<file path="src/rtl/mem_port_arbiter_pkg.sv">
// Shared definitions for the SDRAM port arbiter:
// FSM encoding, master indices and a width helper.
package mem_port_arbiter_pkg;

    typedef enum logic {
        ARB_IDLE = 1'b0,
        ARB_BUSY = 1'b1
    } arb_state_e;

    localparam int MASTER_DBG    = 0;
    localparam int MASTER_DATA   = 1;
    localparam int MASTER_IFETCH = 2;

    function automatic int clog2(input int v);
        int r;
        r = 0;
        for (int i = 0; i < 31; i++) begin
            if ((1 << i) < v) begin
                r = i + 1;
            end
        end
        return r;
    endfunction

endpackage

</file>
<file path="src/rtl/mem_port_arbiter_rr_picker.sv">
// Round-robin priority selector: first requester at or
// after ptr, searching cyclically through N requesters.
module mem_port_arbiter_rr_picker
    import mem_port_arbiter_pkg::*;
#(
    parameter int N  = 3,
    parameter int IW = 2
) (
    input  logic [N-1:0]  req,
    input  logic [IW-1:0] ptr,
    output logic          valid,
    output logic [IW-1:0] idx
);

    int          c;
    logic [IW-1:0] cidx;

    // Walk from farthest to nearest so the nearest hit wins.
    always_comb begin
        valid = 1'b0;
        idx   = '0;
        c     = 0;
        cidx  = '0;
        for (int k = N - 1; k >= 0; k--) begin
            c = int'(ptr) + k;
            if (c >= N) begin
                c = c - N;
            end
            cidx = IW'(c);
            if (req[cidx]) begin
                valid = 1'b1;
                idx   = cidx;
            end
        end
    end

endmodule

</file>
<file path="src/rtl/mem_port_arbiter.sv">
// Shares the SDRAM controller port among bus masters:
// round-robin grant, one transaction in flight, watchdog.
module mem_port_arbiter
    import mem_port_arbiter_pkg::*;
#(
    parameter int NUM_MASTERS = 3,
    parameter int TIMEOUT     = 1023,
    parameter int TO_W        = 10
) (
    input  logic                      clk,
    input  logic                      rst_n,
    input  logic [NUM_MASTERS-1:0]    m_access,
    input  logic [NUM_MASTERS-1:0]    m_wr_en,
    input  logic [NUM_MASTERS*30-1:0] m_addr,
    input  logic [NUM_MASTERS*32-1:0] m_wr_val,
    input  logic [NUM_MASTERS*4-1:0]  m_bytesel,
    output logic [NUM_MASTERS-1:0]    m_ack,
    output logic                      m_error,
    output logic [31:0]               m_data,
    output logic                      s_access,
    output logic                      s_wr_en,
    output logic [29:0]               s_addr,
    output logic [31:0]               s_wr_val,
    output logic [3:0]                s_bytesel,
    input  logic                      s_ack,
    input  logic [31:0]               s_data
);

    localparam int GW = (clog2(NUM_MASTERS) < 1) ? 1 : clog2(NUM_MASTERS);

    arb_state_e      state_q, state_d;
    logic [GW-1:0]   rr_ptr_q, rr_ptr_d;
    logic [GW-1:0]   grant_q, grant_d;
    logic [TO_W-1:0] cnt_q, cnt_d;
    logic            s_access_q, s_access_d;
    logic            s_wr_en_q, s_wr_en_d;
    logic [29:0]     s_addr_q, s_addr_d;
    logic [31:0]     s_wr_val_q, s_wr_val_d;
    logic [3:0]      s_bytesel_q, s_bytesel_d;

    logic            pick_valid;
    logic [GW-1:0]   pick_idx;
    logic            busy, done, timed_out, finish;
    logic [GW-1:0]   ptr_next;

    mem_port_arbiter_rr_picker #(
        .N  (NUM_MASTERS),
        .IW (GW)
    ) u_picker (
        .req   (m_access),
        .ptr   (rr_ptr_q),
        .valid (pick_valid),
        .idx   (pick_idx)
    );

    assign busy      = (state_q == ARB_BUSY);
    assign done      = busy && s_ack;
    assign timed_out = busy && !s_ack && (TIMEOUT != 0)
                       && (cnt_q == TO_W'(TIMEOUT));
    assign finish    = done || timed_out;
    assign ptr_next  = (grant_q == GW'(NUM_MASTERS - 1))
                       ? '0 : grant_q + GW'(1);

    // Next-state: grant and latch in IDLE, count and retire in BUSY.
    always_comb begin
        state_d     = state_q;
        rr_ptr_d    = rr_ptr_q;
        grant_d     = grant_q;
        cnt_d       = cnt_q;
        s_access_d  = s_access_q;
        s_wr_en_d   = s_wr_en_q;
        s_addr_d    = s_addr_q;
        s_wr_val_d  = s_wr_val_q;
        s_bytesel_d = s_bytesel_q;
        unique case (state_q)
            ARB_IDLE: begin
                if (pick_valid) begin
                    state_d     = ARB_BUSY;
                    grant_d     = pick_idx;
                    cnt_d       = '0;
                    s_access_d  = 1'b1;
                    s_wr_en_d   = m_wr_en[pick_idx];
                    s_addr_d    = m_addr[int'(pick_idx)*30 +: 30];
                    s_wr_val_d  = m_wr_val[int'(pick_idx)*32 +: 32];
                    s_bytesel_d = m_bytesel[int'(pick_idx)*4 +: 4];
                end
            end
            ARB_BUSY: begin
                if (finish) begin
                    state_d    = ARB_IDLE;
                    s_access_d = 1'b0;
                    rr_ptr_d   = ptr_next;
                    cnt_d      = '0;
                end else begin
                    cnt_d = cnt_q + TO_W'(1);
                end
            end
            default: state_d = ARB_IDLE;
        endcase
    end

    // State and slave-side registers.
    always_ff @(posedge clk or negedge rst_n) begin
        if (!rst_n) begin
            state_q     <= ARB_IDLE;
            rr_ptr_q    <= '0;
            grant_q     <= '0;
            cnt_q       <= '0;
            s_access_q  <= 1'b0;
            s_wr_en_q   <= 1'b0;
            s_addr_q    <= '0;
            s_wr_val_q  <= '0;
            s_bytesel_q <= '0;
        end else begin
            state_q     <= state_d;
            rr_ptr_q    <= rr_ptr_d;
            grant_q     <= grant_d;
            cnt_q       <= cnt_d;
            s_access_q  <= s_access_d;
            s_wr_en_q   <= s_wr_en_d;
            s_addr_q    <= s_addr_d;
            s_wr_val_q  <= s_wr_val_d;
            s_bytesel_q <= s_bytesel_d;
        end
    end

    // Completion is routed combinationally to the granted master.
    always_comb begin
        m_ack   = '0;
        m_error = 1'b0;
        m_data  = '0;
        if (finish) begin
            m_ack[grant_q] = 1'b1;
            m_error        = timed_out;
            m_data         = done ? s_data : 32'h0;
        end
    end

    assign s_access  = s_access_q;
    assign s_wr_en   = s_wr_en_q;
    assign s_addr    = s_addr_q;
    assign s_wr_val  = s_wr_val_q;
    assign s_bytesel = s_bytesel_q;

endmodule

</file>
<file path="config.mk">
export PLATFORM = sky130hd
export DESIGN_NAME = mem_port_arbiter
export DESIGN_NICKNAME = d
export VERILOG_FILES = /design/src/rtl/mem_port_arbiter_pkg.sv /design/src/rtl/mem_port_arbiter_rr_picker.sv /design/src/rtl/mem_port_arbiter.sv
export SDC_FILE = /design/constraint.sdc
export NUM_CORES = 1
export LEC_CHECK = 0
export CORE_AREA = 8 8 150 152
export DETAILED_ROUTE_END_ITERATION = 12
export DIE_AREA = 0 0 158 160
export PLACE_DENSITY = 0.61
export SYNTH_ARGS = -nofsm -noshare
export SYNTH_HDL_FRONTEND = slang
export SYNTH_HIERARCHICAL = 1
export SYNTH_SLANG_ARGS = --single-unit
</file>
<file path="constraint.sdc">
create_clock -name clk -period 2.9 [get_ports clk]
set_input_delay 0.58 -clock clk [delete_from_list [all_inputs] [get_ports clk]]
set_output_delay 0.58 -clock clk [all_outputs]
set_load 0.02 [all_outputs]
</file>
==> results.py, run 1 <==
metrics = {
    "run_status": {
        "outcome": "completed",
    },
    "sta": {
        "clock.fmax_mhz": 368,
        "clock_skew_ns": 0.00983,
        "worst-slew-pin-transition_ns": 0.480,
        "totalNegativeSetupSlack_ns": 0,
        "hold_violations": 0,
        "period_share_pct": 93.7,
        "maxSlewHeadroom_pct": 68.0,
        "finalHoldWorstSlack_ns": 0.198,
        "minimum_clock_period_ns": 2.72,
        "report.final.setup_viol": 0,
        "rsz_0062_raised_after_global_routing": "false",
        "slew_violations": 0,
    },
    "die": {
        "floorplan.die.height_um": 160,
        "row_count": 52,
        "coreArea_mm2": 0.0200,
        "number_of_top_level_pins": 343,
        "die-area_mm2": 0.0253,
        "floorplan.initialDensity_pct": 24.7,
        "die_width_um": 158,
    },
    "cts": {
        "tritoncts": "built",
        "postCtsSetupBuffers": 0,
        "root_buffer": "sky130_fd_sc_hd__clkbuf_16",
        "clk_transition_reported_paths_ns": 0.06,
        "clock_latency_ns": 0.34,
        "cts_buffers": 9,
        "htree_levels": 3,
        "clk_path_buf_depth": 2,
        "cts-hold-fix-buffers": 0,
        "number_of_gates_given_a_new_drive_strength_after_cts": 2,
        "clock_sinks": 83,
    },
    "finish": {
        "fill_cells": 2048,
        "layout.cells.most_common_list": "sky130_fd_sc_hd__clkdlybuf4s50_1 (337), sky130_fd_sc_hd__dfrtp_1 (83), sky130_fd_sc_hd__nand2_1 (81)",
        "layout-drive-gt1-share_pct": 4.79,
        "seqCellArea_mm2": 0.00208,
        "multi_input_area_mm2": 0.00266,
        "insertedDiodeCount": 0,
        "final_nets": 1157,
        "area_added_between_synthesis_and_finish_pct": 83.2,
        "mostFrequentLayoutCell": "sky130_fd_sc_hd__clkdlybuf4s50_1",
    },
    "synthesis": {
        "postSynth.topFlopCell": "sky130_fd_sc_hd__dfrtp_1",
        "yosys.cell_types.count": 41,
        "yosys_warnings": 6,
        "ys_ff_latch": 83,
        "postSynthNetCount": 834,
        "netlist_area_before_placement_mm2": 0.00495,
        "mean_instance_size_in_the_synthesized_netlist_um2": 8.38,
        "synth.yosys.seq_area_share_pct": 41.9,
        "share_of_synthesized_flip_flops_with_an_asynchronous_set_or_reset_pct": 100,
        "number_of_enable_type_register_cells_in_the_synthesized_netlist": 0,
        "syn_inst": 591,
    },
    "worst_setup_path": {
        "kind_of_launch_point_of_the_worst_setup_path": "input port",
        "worstPathRequired_ns": 2.32,
        "chain_of_cells_forming_the_critical_path": "clkdlybuf4s50_1 > buf_4 > and3_1 > clkdlybuf4s50_1",
        "cp_common_cell": "sky130_fd_sc_hd__clkdlybuf4s50_1",
        "worst-path-max-fanout": 31,
        "critical_path.slowest_cell": "sky130_fd_sc_hd__clkdlybuf4s50_1",
        "r2r_slack_ns": 0.26,
        "cp_slowest_stage_delay_ns": 0.62,
        "setup.worst_path.class": "input port to primary output",
        "timing.critical_path.arrival_ns": 2.14,
        "crit_path_start": "s_ack",
        "crit-reg2reg-capture": "s_addr[0]$_DFFE_PN0P_",
        "rr_startpoint": "rr_ptr_q[1]$_DFFE_PN0P_",
        "endpoint_kind": "primary output",
        "worst-r2r-cell-count": 9,
    },
    "routing": {
        "ant_nets": 0,
        "avgRoutedWirePerCell_um": 17.4,
        "route.detailed.drc": 0,
        "drt-pass1-iter-count": 4,
        "drt_wl_total_um": 20700,
        "drt_first_iter_violations": 218,
        "viasPerCell": 4.53,
        "routed-via-count": 5380,
    },
    "pwr": {
        "cellLeakagePower_nw": 3.78,
        "power.switching_fraction_pct": 42.8,
        "pwr-share-comb_pct": 60.5,
        "p_clk_share_pct": 15.3,
        "internal_power_mw": 4.67,
        "pwr-share-seq_pct": 24.3,
        "p_switching_mw": 3.49,
        "pwr_density_cell_mw_per_mm2": 900,
        "vdd_drop_max_mv": 0.389,
    },
    "placement": {
        "placement.io_buffers": 342,
        "post-dp-hpwl_um": 16500,
        "routabilityCongestion": 0.810,
    },
    "run": {
        "maxCapViolCount": 0,
    },
    "global_route": {
        "initial_antenna_violation_count": 0,
        "grt_first_pass_wirelength_um": 30600,
        "grt_usage_pct": 15.6,
        "grt_max_degree": 67,
        "gr-total-overflow": 0,
        "vias_in_the_first_global_route": 5367,
    },
    "worst_hold_path": {
        "worst_hold_path_type": "input port to asynchronous set/reset pin",
    },
}
-- per-stage QoR --
step                instance area (um2)  util (%)  std cells  power (mW)  setup slack (ns)
CTS                                9070      45.3       1188        8.31           0.00975
floorplan                          4950         -        591        4.75             0.517
global route                       9070      45.3       1188        8.79            0.0632
finish                             9070      45.3       1188        8.16             0.183
global placement                   8750      43.7       1173        6.98             0.166
detailed placement                 8750      43.7       1173        7.04             0.149
-- flip-flops by register name, summed over array words and instances (netlist names) --
name and count:
s_access 1, grant_q 2, rr_ptr_q 2, s_wr_val 32
s_wr_en 1, busy 1, s_bytesel 4, s_addr 30
cnt_q 10
-- worst max-delay path, delay by kind of cell --
kind / cells / cell delay [ns]
buffers and inverters: 3 / 1.35
and+or+nand+nor: 1 / 0.20
-- routing by layer --
metal  GRT usage, %  part of all wire, %
met4           4.97                  2.1
met5              0                    0
met2           26.3                   48
met3           5.86                   11
met1           17.8                   39
-- worst max path at each step --
| stage | to | slack [ns] |
|---|---|---|
| 2_1_floorplan | s_wr_val[10]$_DFFE_PN0P_ | 0.52 |
| 3_3_place_gp | m_data[0] | 0.17 |
| 3_5_place_dp | s_addr[5]$_DFFE_PN0P_ | 0.15 |
| 4_1_cts | m_ack[1] | 0.01 |
| 5_1_grt | s_addr[7]$_DFFE_PN0P_ | 0.06 |
| 6_report | m_data[26] | 0.18 |
-- Yosys cell counts, drive strengths merged, types with 4 or more instances --
cell type,instances,share of area [%]
dfrtp,83,42
nand2,81,6.1
o21ai,78,8.1
nor2,73,5.5
a21oi,71,7.2
mux2i,70,14
and3,35,4.5
clkbuf,25,1.9
buf,23,2.7
inv,6,0.45
nand3,5,0.51
nor2b,5,0.63
ha,4,1.0
-- power by group through the flow --
stage	clock [mW]	sequential, mW	combinational [mW]
2_1_floorplan	0	2.49	2.26
3_3_place_gp	0	1.99	4.99
3_5_place_dp	0	2.00	5.04
4_1_cts	1.28	1.99	5.04
5_1_grt	1.33	2.05	5.40
6_report	1.25	1.98	4.94
-- logic make-up (layout without fill, tap and decap cells) --
family / count (synthesis) / after routing / share of synthesized area (%)
AOI/OAI and AO/OA: 167 / 167 / 18.4
adders and majority gates: 4 / 4 / 1.01
buffers and inverters: 54 / 381 / 5.00
DFF: 83 / 83 / 41.9
muxes: 73 / 73 / 14.9
and+or+nand+nor: 210 / 210 / 18.7
-- layout make-up --
class,count,share of cell area (%)
repair buffers,360,40.3
multi-input cells,454,29.3
flip-flops and latches,83,22.9
well taps,270,3.72
clock buffers,10,2.63
clock inverters,5,0.855
inverters,6,0.248
Power figures use the tool's default switching activity.
==> inputs of run 2 (changes only) <==
--- a/config.mk
+++ b/config.mk
@@ -6,9 +6,11 @@
 export NUM_CORES = 1
 export LEC_CHECK = 0
 export CORE_AREA = 8 8 150 152
+export CTS_BUF_LIST = sky130_fd_sc_hd__clkbuf_4 sky130_fd_sc_hd__clkbuf_8
 export DETAILED_ROUTE_END_ITERATION = 12
 export DIE_AREA = 0 0 158 160
 export PLACE_DENSITY = 0.61
+export RECOVER_POWER = 100
 export SYNTH_ARGS = -nofsm -noshare
 export SYNTH_HDL_FRONTEND = slang
 export SYNTH_HIERARCHICAL = 1
==> constraint.sdc (replaced) <==
create_clock -name clk -period 3.35 [get_ports clk]
set_input_delay 0.67 -clock clk [delete_from_list [all_inputs] [get_ports clk]]
set_output_delay 0.67 -clock clk [all_outputs]
set_load 0.02 [all_outputs]
==> run 2 against run 1 <==
  * Count of clock-buffer cells in the layout unchanged
  * Total power down 21%
  * Design area down 2.4%
  * Clock power down 44%
  * Largest power group unchanged
  * Highest routed layer is now met5
==> results.py, run 2 (same netlist as run 1, synthesis figures left out) <==
metrics = {
    "worst_setup_path": {
        "chain_of_cells_forming_the_critical_path": "ha_1 > and4_2 > and3_4 > o21ai_4 > nor3_1 > clkdlybuf4s50_1",
        "cp_slowest_stage_delay_ns": 0.65,
        "endpoint_kind": "primary output",
        "kind_of_launch_point_of_the_worst_setup_path": "flop",
        "worstPathRequired_ns": 2.68,
        "worstPathBufferInverterCount": 1,
        "critical_path_cell_count": 6,
        "critical_path.slowest_cell": "sky130_fd_sc_hd__clkdlybuf4s50_1",
        "setup.worst_path.class": "flop to primary output",
        "rr_startpoint": "rr_ptr_q[1]$_DFFE_PN0P_",
        "worst-path-max-fanout": 7,
        "crit_family": "simple AND/OR/NAND/NOR gates",
        "crit_path_start": "cnt_q[0]$_DFFE_PN0P_",
        "timing.critical_path.arrival_ns": 2.48,
        "worst-r2r-cell-count": 9,
    },
    "cts": {
        "cts_buffers": 9,
        "clock_latency_ns": 0.36,
        "clock_sinks": 83,
        "clk_transition_reported_paths_ns": 0.10,
        "htree_levels": 3,
        "number_of_gates_given_a_new_drive_strength_after_cts": 0,
        "clk_path_buf_depth": 2,
        "postCtsSetupBuffers": 0,
        "tritoncts": "built",
        "root_buffer": "sky130_fd_sc_hd__clkbuf_8",
        "cts-hold-fix-buffers": 0,
    },
    "sta": {
        "clock_skew_ns": 0.0135,
        "hold_violations": 0,
        "report.final.setup_viol": 0,
        "worst-slew-pin-transition_ns": 1.37,
        "maxSlewHeadroom_pct": 8.77,
        "rsz_0062_raised_after_global_routing": "false",
        "totalNegativeSetupSlack_ns": 0,
        "minimum_clock_period_ns": 3.15,
        "clock.fmax_mhz": 318,
        "period_share_pct": 94.0,
        "slew_violations": 0,
    },
    "global_route": {
        "grt_first_pass_wirelength_um": 31600,
        "grt_max_degree": 69,
        "initial_antenna_violation_count": 1,
        "grt_usage_pct": 16.0,
        "vias_in_the_first_global_route": 5463,
        "gr-total-overflow": 0,
    },
    "pwr": {
        "pwr-share-seq_pct": 26.0,
        "vdd_drop_max_mv": 0.377,
        "p_switching_mw": 3.00,
        "p_clk_share_pct": 10.9,
        "internal_power_mw": 3.43,
        "pwr-share-comb_pct": 63.0,
        "cellLeakagePower_nw": 3.81,
        "pwr_density_cell_mw_per_mm2": 726,
        "finalPower_mw": 6.43,
        "power.switching_fraction_pct": 46.7,
    },
    "routing": {
        "top_routing_layer_in_use": "met5",
        "drt_wl_total_um": 21000,
        "met2_length_um": 10400,
        "route.detailed.drc": 0,
        "viasPerCell": 4.55,
        "routed-via-count": 5407,
        "ant_nets": 0,
        "m1WireLength_um": 8040,
        "drt-pass1-iter-count": 4,
        "avgRoutedWirePerCell_um": 17.6,
        "route.met3.wl_um": 2430,
        "drt_first_iter_violations": 232,
    },
    "die": {
        "die_width_um": 158,
        "coreArea_mm2": 0.0200,
        "floorplan.initialDensity_pct": 24.7,
        "die-area_mm2": 0.0253,
        "row_count": 52,
        "number_of_top_level_pins": 343,
        "floorplan.die.height_um": 160,
    },
    "placement": {
        "placement.io_buffers": 342,
        "routabilityCongestion": 0.780,
        "post-dp-hpwl_um": 16700,
    },
    "finish": {
        "layout-drive-gt1-share_pct": 4.47,
        "layout.cells.most_common_list": "sky130_fd_sc_hd__clkdlybuf4s50_1 (239), sky130_fd_sc_hd__dlygate4sd3_1 (102), sky130_fd_sc_hd__dfrtp_1 (83)",
        "fill_cells": 2044,
        "largest_register_ffs": 32,
        "final_nets": 1155,
        "area_added_between_synthesis_and_finish_pct": 78.8,
        "mostFrequentLayoutCell": "sky130_fd_sc_hd__clkdlybuf4s50_1",
    },
    "worst_hold_path": {
        "worst_hold_path_type": "flop to flop",
        "min_delay_path_depth": 2,
        "worstHoldStart": "s_addr[25]$_DFFE_PN0P_",
    },
    "run_status": {
        "outcome": "completed",
    },
    "run": {
        "maxCapViolCount": 0,
    },
}
-- run 2: changes by cell type in the layout (fill, tap and decap cells not counted), sizes merged, moves of 5 or more --
cell / before / now
buf: 19 / 12
clkdlybuf4s50: 337 / 239
clkbuf: 10 / 15
dlygate4sd3: 0 / 102
-- run 2: power by group through the flow --
stage               combinational [mW]  clock [mW]  sequential, mW
finish                            4.05       0.703            1.67
global route                      4.50       0.788            1.73
CTS                               4.32       0.748            1.70
detailed placement                4.32           0            1.71
global placement                  4.28           0            1.70
floorplan                         1.95           0            2.16
-- run 2: final timing paths --
| path | to | slack, ns |
|---|---|---|
| min in group asynchronous | s_wr_val[16]$_DFFE_PN0P_ | 0.61 |
| min | s_addr[25]$_DFFE_PN0P_ | 0.48 |
| min reg2reg | s_addr[25]$_DFFE_PN0P_ | 0.48 |
| max in group asynchronous | cnt_q[9]$_DFFE_PN0P_ | 1.19 |
| max | m_ack[0] | 0.20 |
| max reg2reg | s_wr_val[11]$_DFFE_PN0P_ | 0.36 |
-- run 2: final cells by class --
class | instances | area (um2) | share of cell area [%]
well taps | 270 | 338 | 3.82
flip-flops and latches | 83 | 2080 | 23.5
clock inverters | 6 | 50.0 | 0.565
clock buffers | 10 | 138 | 1.55
diodes | 1 | 2.50 | 0.0283
inverters | 6 | 22.5 | 0.254
multi-input cells | 454 | 2660 | 30.1
repair buffers | 358 | 3560 | 40.2
-- run 2: worst reg2reg max path: cells and delay by family (launching register included) --
kind,cells,cell delay (ns)
mux,1,0.21
simple gates,1,0.79
buf+inv,2,0.50
flops,1,0.46
compound gates,4,0.76
fa+ha+maj,1,0.19
-- run 2: metrics by stage --
step	area (um2)	utilization (%)	std cells	hold WS [ns]	worst slack (ns)
after floorplan	4950	-	591	0.374	0.967
after CTS	8860	44.2	1187	0.348	0.109
after global placement	8680	43.3	1171	0.462	0.0209
final	8850	44.2	1188	0.479	0.201
after detailed placement	8680	43.3	1171	0.467	-0.176
after global routing	8850	44.2	1187	0.508	0.0427
-- run 2: routing by layer --
| metal | vias up | track usage [%] |
|---|---|---|
| met5 | - | 0 |
| met4 | 2 | 3.22 |
| met2 | 232 | 28.1 |
| met3 | 7 | 5.88 |
| li1 | 2703 | - |
| met1 | 2463 | 18.0 |
==> inputs of run 3 (changes only) <==
--- a/config.mk
+++ b/config.mk
@@ -5,11 +5,12 @@
 export SDC_FILE = /design/constraint.sdc
 export NUM_CORES = 1
 export LEC_CHECK = 0
-export CORE_AREA = 8 8 150 152
+export CORE_AREA = 8 8 128 130
 export CTS_BUF_LIST = sky130_fd_sc_hd__clkbuf_4 sky130_fd_sc_hd__clkbuf_8
 export DETAILED_ROUTE_END_ITERATION = 12
-export DIE_AREA = 0 0 158 160
-export PLACE_DENSITY = 0.61
+export DIE_AREA = 0 0 136 138
+export GPL_TIMING_DRIVEN = 0
+export PLACE_DENSITY = 0.8
 export RECOVER_POWER = 100
 export SYNTH_ARGS = -nofsm -noshare
 export SYNTH_HDL_FRONTEND = slang
==> run 3 against run 2 <==
  * The flow now finishes with violations (capacitance limit, slew limit)
  * Utilization grew 17 points
  * Clock skew is 0.0024 ns lower
  * Critical path depth down 1
  * Design area is 0.31% lower
  * Flip-flop and latch count did not move
  * Non-clock buffer count grew 33
  * Die area fell by 26%
  * Final cell count shrank 4.5%
  * Count of clock-buffer cells in the layout rose by 2
  * Total power is 2.9% higher
  * Largest cell class unchanged
  * Largest power group unchanged
==> results.py, run 3 (same netlist as run 1, synthesis figures left out) <==
metrics = {
    "run_status": {
        "outcome": "finished with violations",
        "violations": "capacitance limit, slew limit",
    },
    "worst_setup_path": {
        "chain_of_cells_forming_the_critical_path": "clkdlybuf4s50_1 > nand2b_1 > clkbuf_1 > nor2_1 > dlygate4sd3_1",
        "crit_path_start": "s_ack",
        "worstPathRequired_ns": 2.68,
        "worst-path-max-fanout": 9,
        "kind_of_launch_point_of_the_worst_setup_path": "input port",
        "critical_path.slowest_cell": "sky130_fd_sc_hd__clkdlybuf4s50_1",
        "r2r_slack_ns": 0.28,
        "cp_slowest_stage_delay_ns": 0.69,
        "setup.worst_path.class": "input port to primary output",
        "rr_startpoint": "rr_ptr_q[1]$_DFFE_PN0P_",
        "crit-reg2reg-capture": "s_wr_val[17]$_DFFE_PN0P_",
        "endpoint": "m_error",
        "endpoint_kind": "primary output",
        "timing.critical_path.arrival_ns": 2.57,
        "worst-r2r-cell-count": 12,
    },
    "routing": {
        "drt-pass1-iter-count": 4,
        "ant_nets": 0,
        "routed-via-count": 5588,
        "avgRoutedWirePerCell_um": 18.2,
        "drt_first_iter_violations": 224,
        "viasPerCell": 4.93,
        "drt_wl_total_um": 20600,
        "route.detailed.drc": 0,
    },
    "die": {
        "floorplan.initialDensity_pct": 34.6,
        "die_width_um": 136,
        "coreArea_mm2": 0.0143,
        "die-area_mm2": 0.0188,
        "number_of_top_level_pins": 343,
        "floorplan.die.height_um": 138,
        "row_count": 44,
    },
    "finish": {
        "layout-drive-gt1-share_pct": 4.42,
        "insertedDiodeCount": 0,
        "final_nets": 1188,
        "layout.cells.most_common_list": "sky130_fd_sc_hd__clkdlybuf4s50_1 (256), sky130_fd_sc_hd__dlygate4sd3_1 (85), sky130_fd_sc_hd__dfrtp_1 (83)",
        "area_added_between_synthesis_and_finish_pct": 78.2,
        "stdcell_area_mm2": 0.00882,
        "mostFrequentLayoutCell": "sky130_fd_sc_hd__clkdlybuf4s50_1",
        "fill_cells": 1320,
        "postLayoutCoreUtil_pct": 61.7,
        "largest_register_ffs": 32,
    },
    "cts": {
        "clock_sinks": 83,
        "tritoncts": "built",
        "htree_levels": 3,
        "root_buffer": "sky130_fd_sc_hd__clkbuf_8",
        "clk_path_buf_depth": 2,
        "clock_latency_ns": 0.36,
        "cts_buffers": 9,
        "clk_transition_reported_paths_ns": 0.08,
        "cts-hold-fix-buffers": 0,
    },
    "placement": {
        "routabilityCongestion": 0.859,
        "post-dp-hpwl_um": 16900,
        "detailedPlace.worstSlack_ns": -0.395,
        "place_area_mm2": 0.00862,
        "placement.io_buffers": 342,
    },
    "global_route": {
        "grt_max_degree": 44,
        "vias_in_the_first_global_route": 5918,
        "globalRouteMet2Util_pct": 37.4,
        "groute.layer.met1.usage_pct": 24.0,
        "initial_antenna_violation_count": 0,
        "grtUsageMet3_pct": 6.88,
        "grt_usage_pct": 21.4,
        "grt_first_pass_wirelength_um": 31900,
        "grt.busiest_layer": "met2",
        "gr-total-overflow": 0,
    },
    "sta": {
        "final_critical_path_setup_slack_ns": 0.111,
        "slew_violations": 43,
        "totalNegativeSetupSlack_ns": 0,
        "hold_violations": 0,
        "period_share_pct": 96.7,
        "clock.fmax_mhz": 309,
        "maxSlewHeadroom_pct": -58.9,
        "rsz_0062_raised_after_global_routing": "false",
        "clock_skew_ns": 0.0111,
        "worst-slew-pin-transition_ns": 2.38,
        "minimum_clock_period_ns": 3.24,
        "report.final.setup_viol": 0,
    },
    "run": {
        "maxCapViolCount": 1,
    },
    "pwr": {
        "finalPower_mw": 6.61,
        "cellLeakagePower_nw": 3.82,
        "pwr_density_cell_mw_per_mm2": 749,
        "vdd_drop_max_mv": 0.404,
    },
    "worst_hold_path": {
        "worst_hold_path_type": "flop to flop",
    },
}
-- run 3: how the worst min path moves through the flow --
stage	start	end	slack, ns	cells past startpoint
after floorplan	rst_n	busy$_DFF_PN0_	0.37	0
after global placement	s_wr_val[8]$_DFFE_PN0P_	s_wr_val[8]$_DFFE_PN0P_	0.46	2
after detailed placement	s_addr[23]$_DFFE_PN0P_	s_addr[23]$_DFFE_PN0P_	0.47	2
after CTS	rst_n	s_wr_val[16]$_DFFE_PN0P_	0.30	1
after global routing	s_addr[23]$_DFFE_PN0P_	s_addr[23]$_DFFE_PN0P_	0.50	2
final	s_wr_val[7]$_DFFE_PN0P_	s_wr_val[7]$_DFFE_PN0P_	0.47	2
-- run 3: final cells by class --
class,count,area [um2],area share (%)
clock inverter,4,48.8,0.553
clock buffer,12,159,1.80
timing repair buffer,343,3440,38.9
tap,184,230,2.61
buffer,48,223,2.52
multi-input combinational,454,2630,29.8
sequential,83,2080,23.5
inverter,6,22.5,0.255
-- run 3: worst max-delay path, delay by kind of cell --
family	cells	cell delay (ns)
buffers and inverters	3	1.67
and+or+nand+nor	2	0.23
-- run 3: metal layers --
metal | vias to the layer above | share of wire (%)
met3 | 22 | 9.0
met4 | 0 | 1.9
li1 | 2766 | -
met1 | 2561 | 39
met2 | 239 | 50
met5 | - | 0
-- run 3: report_power, final --
group          internal, mW  total [mW]  switching (mW)
Combinational          1.69        4.19            2.49
Clock                 0.393       0.764           0.371
Sequential             1.45        1.66           0.213
-- run 3: stage by stage --
stage                     instances  hold WS (ns)
after floorplan                 591         0.374
after global placement         1117         0.461
after detailed placement       1118         0.470
after CTS                      1134         0.303
after global routing           1134         0.503
final                          1134         0.474
-- run 3: what timing repair did --
item | in CTS | in global routing
resized for setup | 1 | 1
buffers inserted | 0 | 0
setup endpoints to repair | 1 | 17
==> patch 1 (settings of run 1) <==
Take the reset off `s_addr_q`, `s_wr_val_q` and `s_bytesel_q` and load them in a clocked block of their own.
--- a/src/rtl/mem_port_arbiter.sv
+++ b/src/rtl/mem_port_arbiter.sv
@@ -110,5 +110,2 @@
             s_wr_en_q   <= 1'b0;
-            s_addr_q    <= '0;
-            s_wr_val_q  <= '0;
-            s_bytesel_q <= '0;
         end else begin
@@ -120,6 +117,9 @@
             s_wr_en_q   <= s_wr_en_d;
-            s_addr_q    <= s_addr_d;
-            s_wr_val_q  <= s_wr_val_d;
-            s_bytesel_q <= s_bytesel_d;
         end
+    end
+
+    always_ff @(posedge clk) begin
+        s_addr_q    <= s_addr_d;
+        s_wr_val_q  <= s_wr_val_d;
+        s_bytesel_q <= s_bytesel_d;
     end
Formal check against the unedited RTL: not equivalent (Yosys sat finds a counterexample within 4 cycles, from zero or initial values and one cycle with rst_n low).
==> patch 1 against run 1 <==
Design area down 2.5%. Power up 1.8%. Sequential cell count unchanged. Critical path type unchanged. Wire length down 0.48%. Area after synthesis down 5.7%. Critical path depth unchanged. Count of clock-buffer cells in the layout unchanged. Setup slack worse by 0.096 ns. Global-route usage down 0.14 points. Sequential share of layout area up 4.3 points.
==> patch 1: results (changes against run 1) <==
stage	metric	value	unit	change
synthesis	post-synthesis compound-gate area fraction	13.0	%	-5.4 points
global_routing	largest net degree at the start of global routing	46		-31%
routing	Via density	4.39		-3.1%
pwr	Leak	3.35	nW	-11%
worst_setup_path	crit path max fanout	21		-32%
global_routing	vias in the first global route	4949		-7.8%
synthesis	Post-Synth Adder-Cell Area	1.07	%	+0.061 points
routing	1st-iter DRT viols	269		+23%
pwr	Max VDD drop	424	µV	+9.0%
place	gpl congestion	0.775		-4.3%
global_routing	first-pass GRT wire length	29900	µm	-2.1%
synthesis	main area contributors after synthesis	edfxtp_1 (42%), mux2i_1 (15%), dfrtp_1 (9.1%)		
synthesis	number of synthesized flops with an enable pin	66		+66
synthesis	top_reg_cell synth	edfxtp_1		
hold_path	hold crit path type	reg2reg		
cells_and_area	filler cell count	1932		-5.7%
cts	TritonCTS Buffers	9		unchanged
synthesis	Cell variety after synth	44		+7.3%
global_routing	GRT Util Overall	15.5	%	-0.14 points
timing	clock skew after layout	0.0153	ns	+0.00552 ns
place	pre-CTS setup slack	-0.0128	ns	-0.162 ns
routing	total wire length	20600	µm	-0.48%
synthesis	Seq/Total Area, Yosys	51.5	%	+9.6 points
synthesis	mux contribution to synthesized area	15.3	%	+0.44 points
synthesis	syn nets	688		-18%
worst_setup_path	CP arrival	2.23	ns	+0.09 ns
timing	Worst Max-Slew Pin Slew	0.800	ns	+0.320 ns
global_routing	M1 GR Usage	16.9	%	-0.88 points
synthesis	commonest cells in the netlist	nand2_1 (82), mux2i_1 (69), edfxtp_1 (66), o21ai_0 (45)		
synthesis	ys async rst share	20.5	%	-80 points
global_routing	met3 usage in global routing	5.02	%	-0.84 points
global_routing	grt met2 use	28.3	%	+2.0 points
status	status	completed		
place	DP Area	8570	µm²	-2.1%
==> patch 1: area by class of cell <==
| type | instances | area (µm²) | area share, % |
|---|---|---|---|
| clock buffers | 10 | 229 | 2.59 |
| inverters | 6 | 26.3 | 0.297 |
| multi-input cells | 324 | 2090 | 23.6 |
| flip-flops and latches | 83 | 2410 | 27.2 |
| repair buffers | 372 | 3710 | 41.9 |
| well taps | 270 | 338 | 3.82 |
| clock inverters | 6 | 48.8 | 0.551 |
==> patch 1: through the flow <==
step                      cells  setup TNS [ns]
after detailed placement   1055         -0.0216
after global placement     1055               0
after floorplan             445           -3.38
final                      1071               0
after CTS                  1071               0
after global routing       1071               0
==> patch 1: critical path, stage by stage <==
cell,delay [ns]
clkdlybuf4s50_1,0.60
buf_4,0.26
and3_1,0.18
clkdlybuf4s50_1,0.61
==> patch 1: per-layer routing <==
layer / up-vias / routed length [µm] / part of all wire (%)
met4: 0 / 197 / 0.96
met2: 189 / 10600 / 51
met5: - / 0 / 0
met3: 12 / 1970 / 9.6
met1: 2163 / 7880 / 38
li1: 2336 / - / -
==> patch 1: worst paths after layout <==
| check | slack, ns | from | depth (start not counted) | to |
|---|---|---|---|---|
| worst max-delay path | 0.09 | s_ack | 4 | m_data[29] |
| max in group asynchronous | 1.69 | rst_n | 1 | cnt_q[3] |
| worst min register to register | 0.49 | cnt_q[8] | 1 | cnt_q[8] |
| worst max register to register | 0.22 | rr_ptr_q[1] | 10 | s_bytesel[1] |
| min in group asynchronous | 0.70 | rst_n | 1 | s_wr_en |
| worst min-delay path | 0.49 | cnt_q[8] | 1 | cnt_q[8] |
==> patch 1: timing repair <==
action / in CTS / in global routing
gates resized for setup: 3 / 2
setup endpoints to repair: 3 / 8
cloned: 0 / 0
hold endpoints to repair: 0 / 0
==> patch 1: kinds of logic after synthesis <==
logic type               after synthesis
AO/OA/AOI/OAI                        103
adder cells (fa/ha/maj)                4
buffers and inverters                 38
flip-flops                            83
multiplexers                          71
AND/OR/NAND/NOR                      146
==> patch 1: power groups by stage <==
stage          Combinational [mW]  Sequential (mW)  Clock (mW)
5_1_grt                      5.15             2.45        1.19
3_5_place_dp                 4.91             2.42           0
4_1_cts                      4.91             2.40        1.14
6_report                     4.81             2.38        1.12
2_1_floorplan                1.86             3.05           0
3_3_place_gp                 4.88             2.39           0
==> patch 2 (settings of run 1) <==
Without the edit above. Set the parameter `TO_W` to 20 (it was 10).
--- a/src/rtl/mem_port_arbiter.sv
+++ b/src/rtl/mem_port_arbiter.sv
@@ -7,3 +7,3 @@
     parameter int TIMEOUT     = 1023,
-    parameter int TO_W        = 10
+    parameter int TO_W        = 20
 ) (
Behaviour: no difference found for any inputs over 4 cycles, from zero or initial values and one cycle with rst_n low; that may be too few to reach the edited logic, so the function may still have changed.
==> patch 2 against run 1 <==
Power rose by 4.3%. Count of clock-buffer cells in the layout rose by 1. Cell count rose by 6.7%. Maximum frequency fell by 1.6%. Combinational power rose by 6.5%. Die area did not move. Wire length rose by 9.1%. Sequential cell count rose by 10. Design area rose by 7.7%. Setup slack got worse by 0.045 ns. Area after synthesis rose by 13%.
==> patch 2: results (changes against run 1) <==
stage	metric	value	unit	change
place	Placed Cells	1252		+6.7%
pwr	power per cell area	872	nW/µm²	-3.1%
global_routing	largest net degree at the start of global routing	60		-10%
pwr	Max VDD drop	367	µV	-5.8%
pwr	P_int	4.80	mW	+2.8%
pwr	Clk pwr share	13.9	%	-1.4 points
global_routing	GRT Util Overall	17.6	%	+2.0 points
worst_setup_path	reg2reg setup slack	0.38	ns	+0.12 ns
pwr	Combinational Power Share	61.8	%	+1.3 points
pwr	Leak	4.08	nW	+8.1%
routing	1st-iter DRT viols	241		+11%
routing	Pre-Repair DR Iteration Count	6		+2
status	status	completed		
place	pre-CTS setup slack	-0.130	ns	-0.279 ns
worst_setup_path	crit path max fanout	35		+13%
routing	total wire length	22600	µm	+9.1%
timing	Worst Max-Slew Pin Slew	0.595	ns	+0.114 ns
synthesis	commonest cells in the netlist	dfrtp_1 (93), nand2_1 (85), o21ai_0 (81), a21oi_1 (80), nor2_1 (74)		
cts	post-CTS sizing	5		+3
synthesis	syn nets	905		+8.5%
synthesis	Seq/Total Area, Yosys	41.7	%	-0.26 points
cells_and_area	filler cell count	1958		-4.4%
worst_setup_path	CP arrival	2.18	ns	+0.04 ns
place	DP Wirelength	17900	µm	+8.2%
place	gpl congestion	0.778		-4.0%
[patch 2: changes by cell type after synthesis, sizes merged, moves of 8 or more]
cell	delta
nand3	+10
clkbuf	+8
dfrtp	+10
a21oi	+10
inv	+8
[patch 2: cell families (layout without fill, tap and decap cells)]
family                   Yosys count  in the layout  share of synthesized area [%]
flip-flops                        93             93                           41.7
multiplexers                      75             75                           13.5
adder cells (fa/ha/maj)            4              4                          0.896
AND/OR/NAND/NOR                  241            241                           20.8
AO/OA/AOI/OAI                    183            183                           17.8
buffers and inverters             66            402                           5.24
[patch 2: per-layer routing]
metal	GRT usage [%]	vias up	share of wire (%)
li1	-	2977	-
met1	20.5	2653	40
met2	30.4	213	49
met3	5.18	16	9.2
met4	5.10	0	1.5
met5	0	-	0
[patch 2: cell type report]
type | instances | area (µm²) | area share, %
multi-input combinational | 503 | 3020 | 30.9
timing repair buffer | 372 | 3740 | 38.3
sequential | 93 | 2330 | 23.8
clock buffer | 11 | 253 | 2.59
clock inverter | 5 | 41.3 | 0.423
tap | 270 | 338 | 3.46
inverter | 14 | 52.6 | 0.538
[patch 2: through the flow]
| step | util (%) | hold WS, ns |
|---|---|---|
| after CTS | 48.7 | 0.206 |
| final | 48.7 | 0.198 |
| after global placement | 47.2 | 0.462 |
| after global routing | 48.7 | 0.224 |
| after detailed placement | 47.2 | 0.469 |
| after floorplan | - | 0.284 |
[patch 2: worst max-delay path by stage]
stage	from	endpoint	slack, ns	depth (start not counted)
finish	s_ack	m_data[5]	0.14	4
global route	cnt_q[0]	m_ack[1]	0.03	6
CTS	s_ack	m_data[26]	0.14	4
detailed placement	s_ack	m_ack[1]	-0.13	6
global placement	s_ack	m_ack[2]	-0.12	6
floorplan	rr_ptr_q[1]	busy	0.46	11
